**src/rtl/cmvn_norm_if.sv**
```systemverilog
// Frame-stream, coefficient-write and status signals of the CMVN stage.
// The master side feeds features and coefficients; the slave side is the normaliser.
interface cmvn_norm_if;
    logic        cmvn_en;
    logic        feat_valid;
    logic [31:0] feat_data;
    logic [4:0]  feat_addr;
    logic        coef_we;
    logic        coef_sel;
    logic [4:0]  coef_addr;
    logic [31:0] coef_data;
    logic [31:0] cmvn_output_data;
    logic [4:0]  cmvn_output_addr;
    logic        cmvn_output_valid;
    logic        frame_done;
    logic        busy;
    logic        addr_err;

    modport master (
        output cmvn_en, feat_valid, feat_data, feat_addr,
        output coef_we, coef_sel, coef_addr, coef_data,
        input  cmvn_output_data, cmvn_output_addr, cmvn_output_valid,
        input  frame_done, busy, addr_err
    );

    modport slave (
        input  cmvn_en, feat_valid, feat_data, feat_addr,
        input  coef_we, coef_sel, coef_addr, coef_data,
        output cmvn_output_data, cmvn_output_addr, cmvn_output_valid,
        output frame_done, busy, addr_err
    );
endinterface

```
**src/rtl/cmvn_norm.sv**
```systemverilog
// Per-frame CMVN: y[i] = sat((x[i] - mean[i]) * istd[i] >>> FRAC), two-stage pipeline.
// state | meaning
// IDLE  | waiting for cmvn_en; coefficient writes allowed
// RUN   | accepting features in index order
// DRAIN | last feature accepted, waiting for the pipeline to empty
// DONE  | frame_done pulse, back to IDLE
module cmvn_norm #(
    parameter int NUM_FEAT = 20,
    parameter int FRAC     = 24
) (
    input  logic        clk,
    input  logic        rst,
    cmvn_norm_if.slave  io_bus
);

    typedef enum logic [1:0] {ST_IDLE, ST_RUN, ST_DRAIN, ST_DONE} state_t;

    localparam logic [4:0]         LAST_ADDR = 5'(NUM_FEAT - 1);
    localparam logic signed [64:0] SAT_MAX   = {33'h0, 32'h7FFF_FFFF};
    localparam logic signed [64:0] SAT_MIN   = {{33{1'b1}}, 32'h8000_0000};

    state_t             r_state;
    logic [4:0]         r_counter;
    logic               r_busy;
    logic               r_frame_done;
    logic               r_addr_err;

    logic [31:0]        r_mean [NUM_FEAT];
    logic [31:0]        r_istd [NUM_FEAT];

    logic               r_s1_valid;
    logic signed [32:0] r_s1_diff;
    logic signed [31:0] r_s1_istd;
    logic [4:0]         r_s1_addr;

    logic               r_out_valid;
    logic [31:0]        r_out_data;
    logic [4:0]         r_out_addr;

    logic               w_accept;
    logic               w_coef_wr;
    logic signed [64:0] w_prod;
    logic signed [64:0] w_res;
    logic [31:0]        w_sat;

    assign w_accept  = (r_state == ST_RUN) && io_bus.feat_valid
                       && (io_bus.feat_addr == r_counter);
    assign w_coef_wr = io_bus.coef_we && !r_busy
                       && ({1'b0, io_bus.coef_addr} < 6'(NUM_FEAT));

    // Coefficient file keeps its contents across reset.
    always_ff @(posedge clk) begin
        if (w_coef_wr) begin
            if (io_bus.coef_sel)
                r_istd[io_bus.coef_addr] <= io_bus.coef_data;
            else
                r_mean[io_bus.coef_addr] <= io_bus.coef_data;
        end
    end

    always_ff @(posedge clk) begin
        if (rst) begin
            r_state      <= ST_IDLE;
            r_counter    <= '0;
            r_busy       <= 1'b0;
            r_frame_done <= 1'b0;
            r_addr_err   <= 1'b0;
        end else begin
            r_frame_done <= 1'b0;
            case (r_state)
                ST_IDLE: begin
                    if (io_bus.cmvn_en) begin
                        r_state    <= ST_RUN;
                        r_counter  <= '0;
                        r_addr_err <= 1'b0;
                        r_busy     <= 1'b1;
                    end
                end
                ST_RUN: begin
                    if (io_bus.feat_valid) begin
                        if (io_bus.feat_addr == r_counter) begin
                            r_counter <= r_counter + 5'd1;
                            if (r_counter == LAST_ADDR)
                                r_state <= ST_DRAIN;
                        end else begin
                            r_addr_err <= 1'b1;
                        end
                    end
                end
                ST_DRAIN: begin
                    // Once S1 is empty the final result sits in the output register this
                    // cycle, so the pulse lands exactly one cycle after the last output.
                    if (!r_s1_valid) begin
                        r_state      <= ST_DONE;
                        r_frame_done <= 1'b1;
                    end
                end
                ST_DONE: begin
                    r_state <= ST_IDLE;
                    r_busy  <= 1'b0;
                end
                default: r_state <= ST_IDLE;
            endcase
        end
    end

    assign w_prod = r_s1_diff * r_s1_istd;
    assign w_res  = w_prod >>> FRAC;

    always_comb begin
        w_sat = w_res[31:0];
        if (w_res > SAT_MAX)
            w_sat = 32'h7FFF_FFFF;
        else if (w_res < SAT_MIN)
            w_sat = 32'h8000_0000;
    end

    always_ff @(posedge clk) begin
        if (rst) begin
            r_s1_valid  <= 1'b0;
            r_s1_diff   <= '0;
            r_s1_istd   <= '0;
            r_s1_addr   <= '0;
            r_out_valid <= 1'b0;
            r_out_data  <= '0;
            r_out_addr  <= '0;
        end else begin
            r_s1_valid <= w_accept;
            if (w_accept) begin
                r_s1_diff <= $signed({io_bus.feat_data[31], io_bus.feat_data})
                           - $signed({r_mean[r_counter][31], r_mean[r_counter]});
                r_s1_istd <= r_istd[r_counter];
                r_s1_addr <= r_counter;
            end
            r_out_valid <= r_s1_valid;
            if (r_s1_valid) begin
                r_out_data <= w_sat;
                r_out_addr <= r_s1_addr;
            end
        end
    end

    assign io_bus.cmvn_output_data  = r_out_data;
    assign io_bus.cmvn_output_addr  = r_out_addr;
    assign io_bus.cmvn_output_valid = r_out_valid;
    assign io_bus.frame_done        = r_frame_done;
    assign io_bus.busy              = r_busy;
    assign io_bus.addr_err          = r_addr_err;

endmodule

```
**src/flat_wrapper.sv**
```systemverilog
// flat-port wrapper written by rule: the top's interface ports become plain ports
module cmvn_norm_flat 
#(
    parameter int NUM_FEAT = 20,
    parameter int FRAC     = 24
)
  (clk, rst, io_bus_cmvn_en, io_bus_feat_valid, io_bus_feat_data, io_bus_feat_addr, io_bus_coef_we, io_bus_coef_sel, io_bus_coef_addr, io_bus_coef_data, io_bus_cmvn_output_data, io_bus_cmvn_output_addr, io_bus_cmvn_output_valid, io_bus_frame_done, io_bus_busy, io_bus_addr_err);
  cmvn_norm_if io_bus_i ();
  input  logic clk;
  input  logic rst;
  input wire logic [$bits(io_bus_i.cmvn_en)-1:0] io_bus_cmvn_en;
  input wire logic [$bits(io_bus_i.feat_valid)-1:0] io_bus_feat_valid;
  input wire logic [$bits(io_bus_i.feat_data)-1:0] io_bus_feat_data;
  input wire logic [$bits(io_bus_i.feat_addr)-1:0] io_bus_feat_addr;
  input wire logic [$bits(io_bus_i.coef_we)-1:0] io_bus_coef_we;
  input wire logic [$bits(io_bus_i.coef_sel)-1:0] io_bus_coef_sel;
  input wire logic [$bits(io_bus_i.coef_addr)-1:0] io_bus_coef_addr;
  input wire logic [$bits(io_bus_i.coef_data)-1:0] io_bus_coef_data;
  output wire logic [$bits(io_bus_i.cmvn_output_data)-1:0] io_bus_cmvn_output_data;
  output wire logic [$bits(io_bus_i.cmvn_output_addr)-1:0] io_bus_cmvn_output_addr;
  output wire logic [$bits(io_bus_i.cmvn_output_valid)-1:0] io_bus_cmvn_output_valid;
  output wire logic [$bits(io_bus_i.frame_done)-1:0] io_bus_frame_done;
  output wire logic [$bits(io_bus_i.busy)-1:0] io_bus_busy;
  output wire logic [$bits(io_bus_i.addr_err)-1:0] io_bus_addr_err;
  assign io_bus_i.cmvn_en = io_bus_cmvn_en;
  assign io_bus_i.feat_valid = io_bus_feat_valid;
  assign io_bus_i.feat_data = io_bus_feat_data;
  assign io_bus_i.feat_addr = io_bus_feat_addr;
  assign io_bus_i.coef_we = io_bus_coef_we;
  assign io_bus_i.coef_sel = io_bus_coef_sel;
  assign io_bus_i.coef_addr = io_bus_coef_addr;
  assign io_bus_i.coef_data = io_bus_coef_data;
  assign io_bus_cmvn_output_data = io_bus_i.cmvn_output_data;
  assign io_bus_cmvn_output_addr = io_bus_i.cmvn_output_addr;
  assign io_bus_cmvn_output_valid = io_bus_i.cmvn_output_valid;
  assign io_bus_frame_done = io_bus_i.frame_done;
  assign io_bus_busy = io_bus_i.busy;
  assign io_bus_addr_err = io_bus_i.addr_err;
  cmvn_norm #(.NUM_FEAT(NUM_FEAT), .FRAC(FRAC)) u_core (.clk(clk), .rst(rst), .io_bus(io_bus_i));
endmodule
```
**config.mk**
```make
export PLATFORM = sky130hd
export DESIGN_NAME = cmvn_norm_flat
export DESIGN_NICKNAME = d
export VERILOG_FILES = /design/src/rtl/cmvn_norm_if.sv /design/src/rtl/cmvn_norm.sv /design/src/flat_wrapper.sv
export SDC_FILE = /design/constraint.sdc
export NUM_CORES = 2
export LEC_CHECK = 0
export BUFFER_PORTS_ARGS = -buffer_cell sky130_fd_sc_hd__buf_2
export CORE_ASPECT_RATIO = 0.9
export CORE_MARGIN = 1
export CORE_UTILIZATION = 25
export CTS_CLUSTER_SIZE = 14
export DETAILED_ROUTE_END_ITERATION = 8
export PLACE_DENSITY = 0.38
export SYNTH_ARGS = -nofsm -noshare
export SYNTH_HDL_FRONTEND = slang
export SYNTH_SLANG_ARGS = --single-unit
```
**constraint.sdc**
```tcl
create_clock -name clk -period 11 [get_ports clk]
set_clock_uncertainty 0.15 [all_clocks]
set_input_delay 1.1 -clock clk [delete_from_list [all_inputs] [get_ports clk]]
set_output_delay 1.1 -clock clk [all_outputs]
set_load 0.005 [all_outputs]
```
# ---- Word level (Yosys, flattened, before mapping)
# Memory sizes are Yosys's and may differ from the RTL's. A register that Yosys moved wholly into a read port is not among the register bits.
# Cells that the tools add are included.
dict set report totals {
  ff_bits 87
  mem_bits_rw 1280
  in_bits 80
  word_cells 71
  mem_count 2
}
dict set report op_classes {
  n_addsub 2
  multipliers 1
  magnitude_cmp 3
  eq_ne 11
  n_mux 27
  bitwise 1
  reduce_logical 13
}
# memory depth width rd rd_ports_with_merged_regs wr line
set mem_list {}
lappend mem_list {u_core.r_istd 20 32 1 1 1 cmvn_norm.sv:29} ;# logic [31:0] r_istd [NUM_FEAT];
lappend mem_list {u_core.r_mean 20 32 1 1 1 cmvn_norm.sv:28} ;# logic [31:0] r_mean [NUM_FEAT];
# operator n
set ops {}
lappend ops {{33-bit by 32-bit multiplier with 65-bit output} 1}
lappend ops {{32-bit 2-to-1 mux} 2}
lappend ops {{41-bit by 32-bit > comparator with 1-bit output (second input constant)} 1}
lappend ops {{41-bit by 32-bit less-than comparator with 1-bit output (second input constant)} 1}
lappend ops {{32-bit by 32-bit subtractor with 33-bit output} 1}
lappend ops {{5-bit 2-to-1 mux} 5}
lappend ops {{2-bit inequality test (second input constant)} 6}
lappend ops {{1-bit 2-to-1 mux} 11}
lappend ops {{2-bit 2-to-1 mux} 5}
lappend ops {{5-bit one-hot mux with 2 select lines} 1}
lappend ops {{2-bit one-hot mux with 4 select lines} 1}
lappend ops {{4-bit AND reduction} 2}
lappend ops {{5-bit by 1-bit adder with 5-bit output (second input constant)} 1}
lappend ops {{5-bit == test} 1}
lappend ops {{5-bit == test (second input constant)} 1}
lappend ops {{5-bit less-than comparator (second input constant)} 1}
lappend ops {{5-bit AND reduction} 1}
lappend ops {{2-bit == test (second input constant)} 2}
lappend ops {{1-bit logical AND} 4}
lappend ops {{1-bit one-hot mux with 2 select lines} 2}
lappend ops {{2-bit nonzero test} 2}
lappend ops {{2-bit by 1-bit == test with 1-bit output (second input constant)} 1}
lappend ops {{2-bit zero test} 1}
lappend ops {{2-bit AND reduction} 1}
lappend ops {{other kinds (3)} 3}

# ---- Depth between registers and ports, before layout
dict set report depth {
  depth_word 6
  mapped_depth 32
  mapped_depth_nobuf 28
}

# ---- Worst setup path before layout
# Ideal clock, no wire load.
dict set report synth_timing {
  kind {flip-flop to flip-flop}
  startpoint {reg u_core.r_s1_diff[32]}
  endpoint {reg u_core.r_out_data[13], in the netlist u_core.io_bus.cmvn_output_data[13]}
  arrival_time_ps 8876
  t_required_ps 10771
  setup_slack_ps 1894
  stages_incl_launch_ff 32
  path_buffers 3
  period_less_slack_ps 9106
  path_cell_list {dfxtp_1 > clkbuf_1 > nand2_1 > inv_1 > fa_1 > inv_1 > fa_1 > inv_1 > fa_1 > fa_1 > inv_1 > fa_1 > inv_1 > fa_1 > inv_1 > fa_1 > inv_1 > fa_1 > ha_1 > clkbuf_1 > and3_1 > nand4_1 > nand2b_1 > nor3_1 > nand3_1 > and4_1 > nor4b_1 > nand4_1 > o41a_1 > buf_2 > or3b_1 > a211oi_2}
}
dict set report synth_via {
  elab_chain_len 4
  word_cells_on_any_way 5
}
# element line
set synth_rtl {}
lappend synth_rtl {{from (decl)} cmvn_norm.sv:32} ;# logic signed [32:0] r_s1_diff;
lappend synth_rtl {{from (signal assigned)} cmvn_norm.sv:130} ;# r_s1_diff <= $signed({io_bus.feat_data[31], io_bus.feat_data})
lappend synth_rtl {{33-bit by 32-bit multiplier with 65-bit output (*)} cmvn_norm.sv:107} ;# assign w_prod = r_s1_diff * r_s1_istd;
lappend synth_rtl {{41-bit by 32-bit less-than comparator with 1-bit output} cmvn_norm.sv:114} ;# else if (w_res < SAT_MIN)
lappend synth_rtl {{32-bit 2-to-1 mux} cmvn_norm.sv:114}
lappend synth_rtl {{32-bit 2-to-1 mux (*)} cmvn_norm.sv:112} ;# if (w_res > SAT_MAX)
lappend synth_rtl {{to (signal assigned)} cmvn_norm.sv:137} ;# r_out_data <= w_sat;
lappend synth_rtl {{to (decl)} cmvn_norm.sv:37} ;# logic [31:0] r_out_data;
# Mark *: on every way between the ends. The rest lies on a longest branch, timed or not.
# A chain may end at the register's enable or synchronous reset.

# ---- Worst setup path in the final report
dict set report layout_timing {
  startpoint {reg u_core.r_s1_diff[14]}
  endpoint {reg u_core.r_out_data[0], in the netlist u_core.io_bus.cmvn_output_data[0]}
}
# Same word-level chain as after synthesis.

==> impl_metrics.toml <==
[worst_setup_path]
startpoint = "u_core.r_s1_diff[14]$_SDFFE_PP0P_"
path_max_fanout = 17
cp-start-kind = "flop"
end_kind = "flop"
crit_required_ns = 11.61
ff2ff_setup_slack_ns = 0.75
r2r_start = "u_core.r_s1_diff[14]$_SDFFE_PP0P_"
critical_path.endpoint = "u_core.io_bus.cmvn_output_data[0]$_SDFFE_PP0P_"
rr_worst_depth = 25
cp_common_cell = "fa_1"
critPathKind = "reg -> reg"
slowest_stage = "dfxtp_1"
slowest_delay_ns = 1.01
reg2reg_to = "u_core.io_bus.cmvn_output_data[0]$_SDFFE_PP0P_"
critical_path_arrival_ns = 10.86

[cells_and_area]
fin_nets = 8078
fin_area_um2 = 104000
seqCellArea_um2 = 41000
drive_gt1_frac = 0.148
multi_input_area_um2 = 45500
fillers = 36761
syn2layout_area_growth_pct = 13.9

[timing]
slew_violations = 0
tightestPinTransition_ns = 1.26
clock.fmax_mhz = 97.6
finalSetupViolations = 0
finalSetupTns_ns = 0
finalCritPeriodShare = 0.932
max-slew-margin-rel = 0.134
hold_viol = 0
grt_setup_unrepaired = "no"
setup_ws_ns = 0.751
fin_crit_ns = 10.25

[floorplan]
ios = 121
die_h_um = 575
num_rows = 210
dieArea_um2 = 367000
start_util = 0.251
coreArea_um2 = 363000
fp.dieW_um = 639

[power_and_ir_drop]
p_leak_uw = 0.0392
peakVddDrop_mv = 0.104
powerDensity_nw_per_um2 = 114

[detailed_routing]
remaining_drc_errors = 0
routed_wl_um = 295000
drtPass1Iterations = 5
num_vias = 51961
final_antenna_net_count = 0
post_drt_wl_per_cell_um = 25.2
avgViaCountPerCell = 4.45
drtIter0Drc = 3659

[run]
max-cap-violations = 0

[place]
dp_slack_ns = 0.587
hpwl_um = 205000
place_area_um2 = 98300
place.gp.congestion = 0.847
portBuffers = 120

[clock_tree]
clock_sinks = 1404
clkTransAtPathRegs_ns = 0.06
cts_max_path_buffers = 4
cts_max_level = 4
cts_tree = "yes"
cts_made_buffers = 166
hold_buffers = 0
cts_root_buf = "clkbuf_16"
insertion_delay_ns = 0.81

[logic_synthesis]
synth_nets = 7964
synth_edf_count = 1280
avgSynthCellArea_um2 = 13.9
yosys_most_used_dff = "edfxtp_1"
async_flop_share = 0
syn_inst = 6553
syn-cell-area_um2 = 91200
ys_seq_area_frac = 0.449
ys_ff_latch = 1404
yosys_warnings = 0
ys_types = 75

[global_route]
grtUsageMet1 = 0.235
grt_pass1_wl_um = 424000
antenna_found_initial = 38
busiest_layer = "met2"
overflow = 0
grt_max_degree = 111
grtUsageTotal = 0.160
grt_util_met2 = 0.249
grt_pass1_vias = 56027
met3_usage = 0.0235

[hold_path]
hold_class = "reg -> reg"

[run_status]
status = "finished, final reports clean"
metal layers:
layer  part of all wire  vias up
met5            0.00023        -
li1                   -    22297
met2               0.45     1196
met4              0.025       10
met3              0.050      309
met1               0.48    28149
how the worst min path moves through the flow:
stage / start / endpoint / slack (ns) / cells after the start
6_report: u_core.r_s1_diff[8]$_SDFFE_PP0P_ / u_core.r_s1_diff[8]$_SDFFE_PP0P_ / 0.30 / 2
5_1_grt: u_core.r_s1_diff[8]$_SDFFE_PP0P_ / u_core.r_s1_diff[8]$_SDFFE_PP0P_ / 0.32 / 2
3_3_place_gp: u_core.r_s1_diff[20]$_SDFFE_PP0P_ / u_core.r_s1_diff[20]$_SDFFE_PP0P_ / 0.29 / 2
2_1_floorplan: u_core.r_s1_addr[0]$_SDFFE_PP0P_ / u_core.r_s1_addr[0]$_SDFFE_PP0P_ / 0.29 / 2
4_1_cts: u_core.r_s1_diff[20]$_SDFFE_PP0P_ / u_core.r_s1_diff[20]$_SDFFE_PP0P_ / 0.31 / 2
3_5_place_dp: u_core.r_s1_diff[20]$_SDFFE_PP0P_ / u_core.r_s1_diff[20]$_SDFFE_PP0P_ / 0.30 / 2
per-stage QoR:
stage,total power (uW),hold WS (ns),std cells,utilization
CTS,12100,0.306,11675,0.286
global placement,6330,0.290,11375,0.271
finish,11900,0.303,11683,0.286
global route,12300,0.322,11676,0.286
floorplan,6120,0.286,6553,-
detailed placement,6330,0.298,11375,0.271
layout make-up:
cell class,instances,area share
sequential,1404,0.394
timing repair buffer,299,0.0197
multi-input combinational,3806,0.438
clock buffer,194,0.0412
inverter,990,0.0358
tap,4876,0.0587
antenna,8,0.000193
clock inverter,106,0.0119
cells in the mapped netlist (4+ instances only):
| library cell | number | share of area |
|---|---|---|
| xnor2_1 | 46 | 0.0044 |
| buf_2 | 6 | 0.00033 |
| mux4_2 | 384 | 0.095 |
| a2111oi_0 | 4 | 0.00038 |
| nor2_1 | 208 | 0.0086 |
| xor2_1 | 26 | 0.0025 |
| o31ai_1 | 7 | 0.00058 |
| a31oi_1 | 9 | 0.00062 |
| edfxtp_1 | 1280 | 0.42 |
| buf_1 | 40 | 0.0016 |
| dfxtp_1 | 124 | 0.027 |
| and4_1 | 4 | 0.00038 |
| mux2i_1 | 70 | 0.0077 |
| a31o_2 | 5 | 0.00048 |
| nand3_1 | 40 | 0.0022 |
| a21boi_0 | 5 | 0.00041 |
| nor3_1 | 29 | 0.0016 |
| clkbuf_1 | 305 | 0.013 |
| a21oi_1 | 119 | 0.0065 |
| nand2b_1 | 42 | 0.0029 |
| o21a_1 | 15 | 0.0012 |
| nor2b_1 | 10 | 0.00069 |
| and2_1 | 536 | 0.037 |
| a21o_1 | 35 | 0.0029 |
| or2_2 | 6 | 0.00041 |
| fa_1 | 1112 | 0.24 |
| nor4_1 | 6 | 0.00041 |
| ha_1 | 219 | 0.030 |
| and3_1 | 9 | 0.00062 |
| o21bai_1 | 11 | 0.00091 |
| a211o_1 | 7 | 0.00067 |
| inv_1 | 989 | 0.041 |
| o2111ai_1 | 4 | 0.00038 |
| o211ai_1 | 10 | 0.00082 |
| a211oi_1 | 69 | 0.0057 |
| nand3b_1 | 10 | 0.00082 |
| o21ai_0 | 55 | 0.0030 |
| nand2_1 | 620 | 0.026 |
| nand4_1 | 19 | 0.0013 |
| or3_1 | 7 | 0.00048 |
flip-flops by register name, summed over array words and instances (netlist names), 5 cells and up, named ones only:
name and count:
u_core.io_bus.cmvn_output_addr 5, u_core.io_bus.cmvn_output_data 32, u_core.r_counter 5, u_core.r_istd 640
u_core.r_mean 640, u_core.r_s1_addr 5, u_core.r_s1_diff 33, u_core.r_s1_istd 32
cells by family (layout without fill, tap and decap cells):
family / Yosys count / after routing / share of synthesized area
AOI/OAI and AO/OA: 384 / 384 / 0.0277
xor gates and xnor gates: 72 / 72 / 0.00692
adders and majority gates: 1331 / 1331 / 0.274
buffers and inverters: 1343 / 1589 / 0.0554
DFF: 1404 / 1404 / 0.449
muxes: 455 / 455 / 0.103
other: 0 / 8 / 0
and+or+nand+nor: 1564 / 1564 / 0.0844
critical path, delay by kind of cell, from the launching register on:
family                     cells  cell delay, ns
AOI/OAI and AO/OA              8            2.77
buffers and inverters          4            0.73
DFF                            1            1.01
adders and majority gates      9            4.26
and+or+nand+nor                4            1.21
timing repair:
action                     CTS  global route
gates resized for setup      0             1
setup endpoints to repair    0             8
buffers inserted             0             0
cells in the final DEF (no fill, tap or decap), types with 69 or more instances in the layout:
master / n
clkbuf_16: 166
and2_1: 536
a211oi_1: 69
mux4_2: 384
buf_4: 171
edfxtp_1: 1280
mux2i_1: 69
dfxtp_1: 110
nand2_1: 620
nor2_1: 168
a21oi_1: 119
fa_1: 1111
inv_1: 989
ha_1: 219
buf_2: 119
power breakdown:
group / total (uW) / internal, uW / switching (uW)
sequential: 5870 / 5840 / 25.0
combinational: 342 / 89.1 / 253
clock: 5680 / 3320 / 2350
Power figures use the tool's default switching activity.
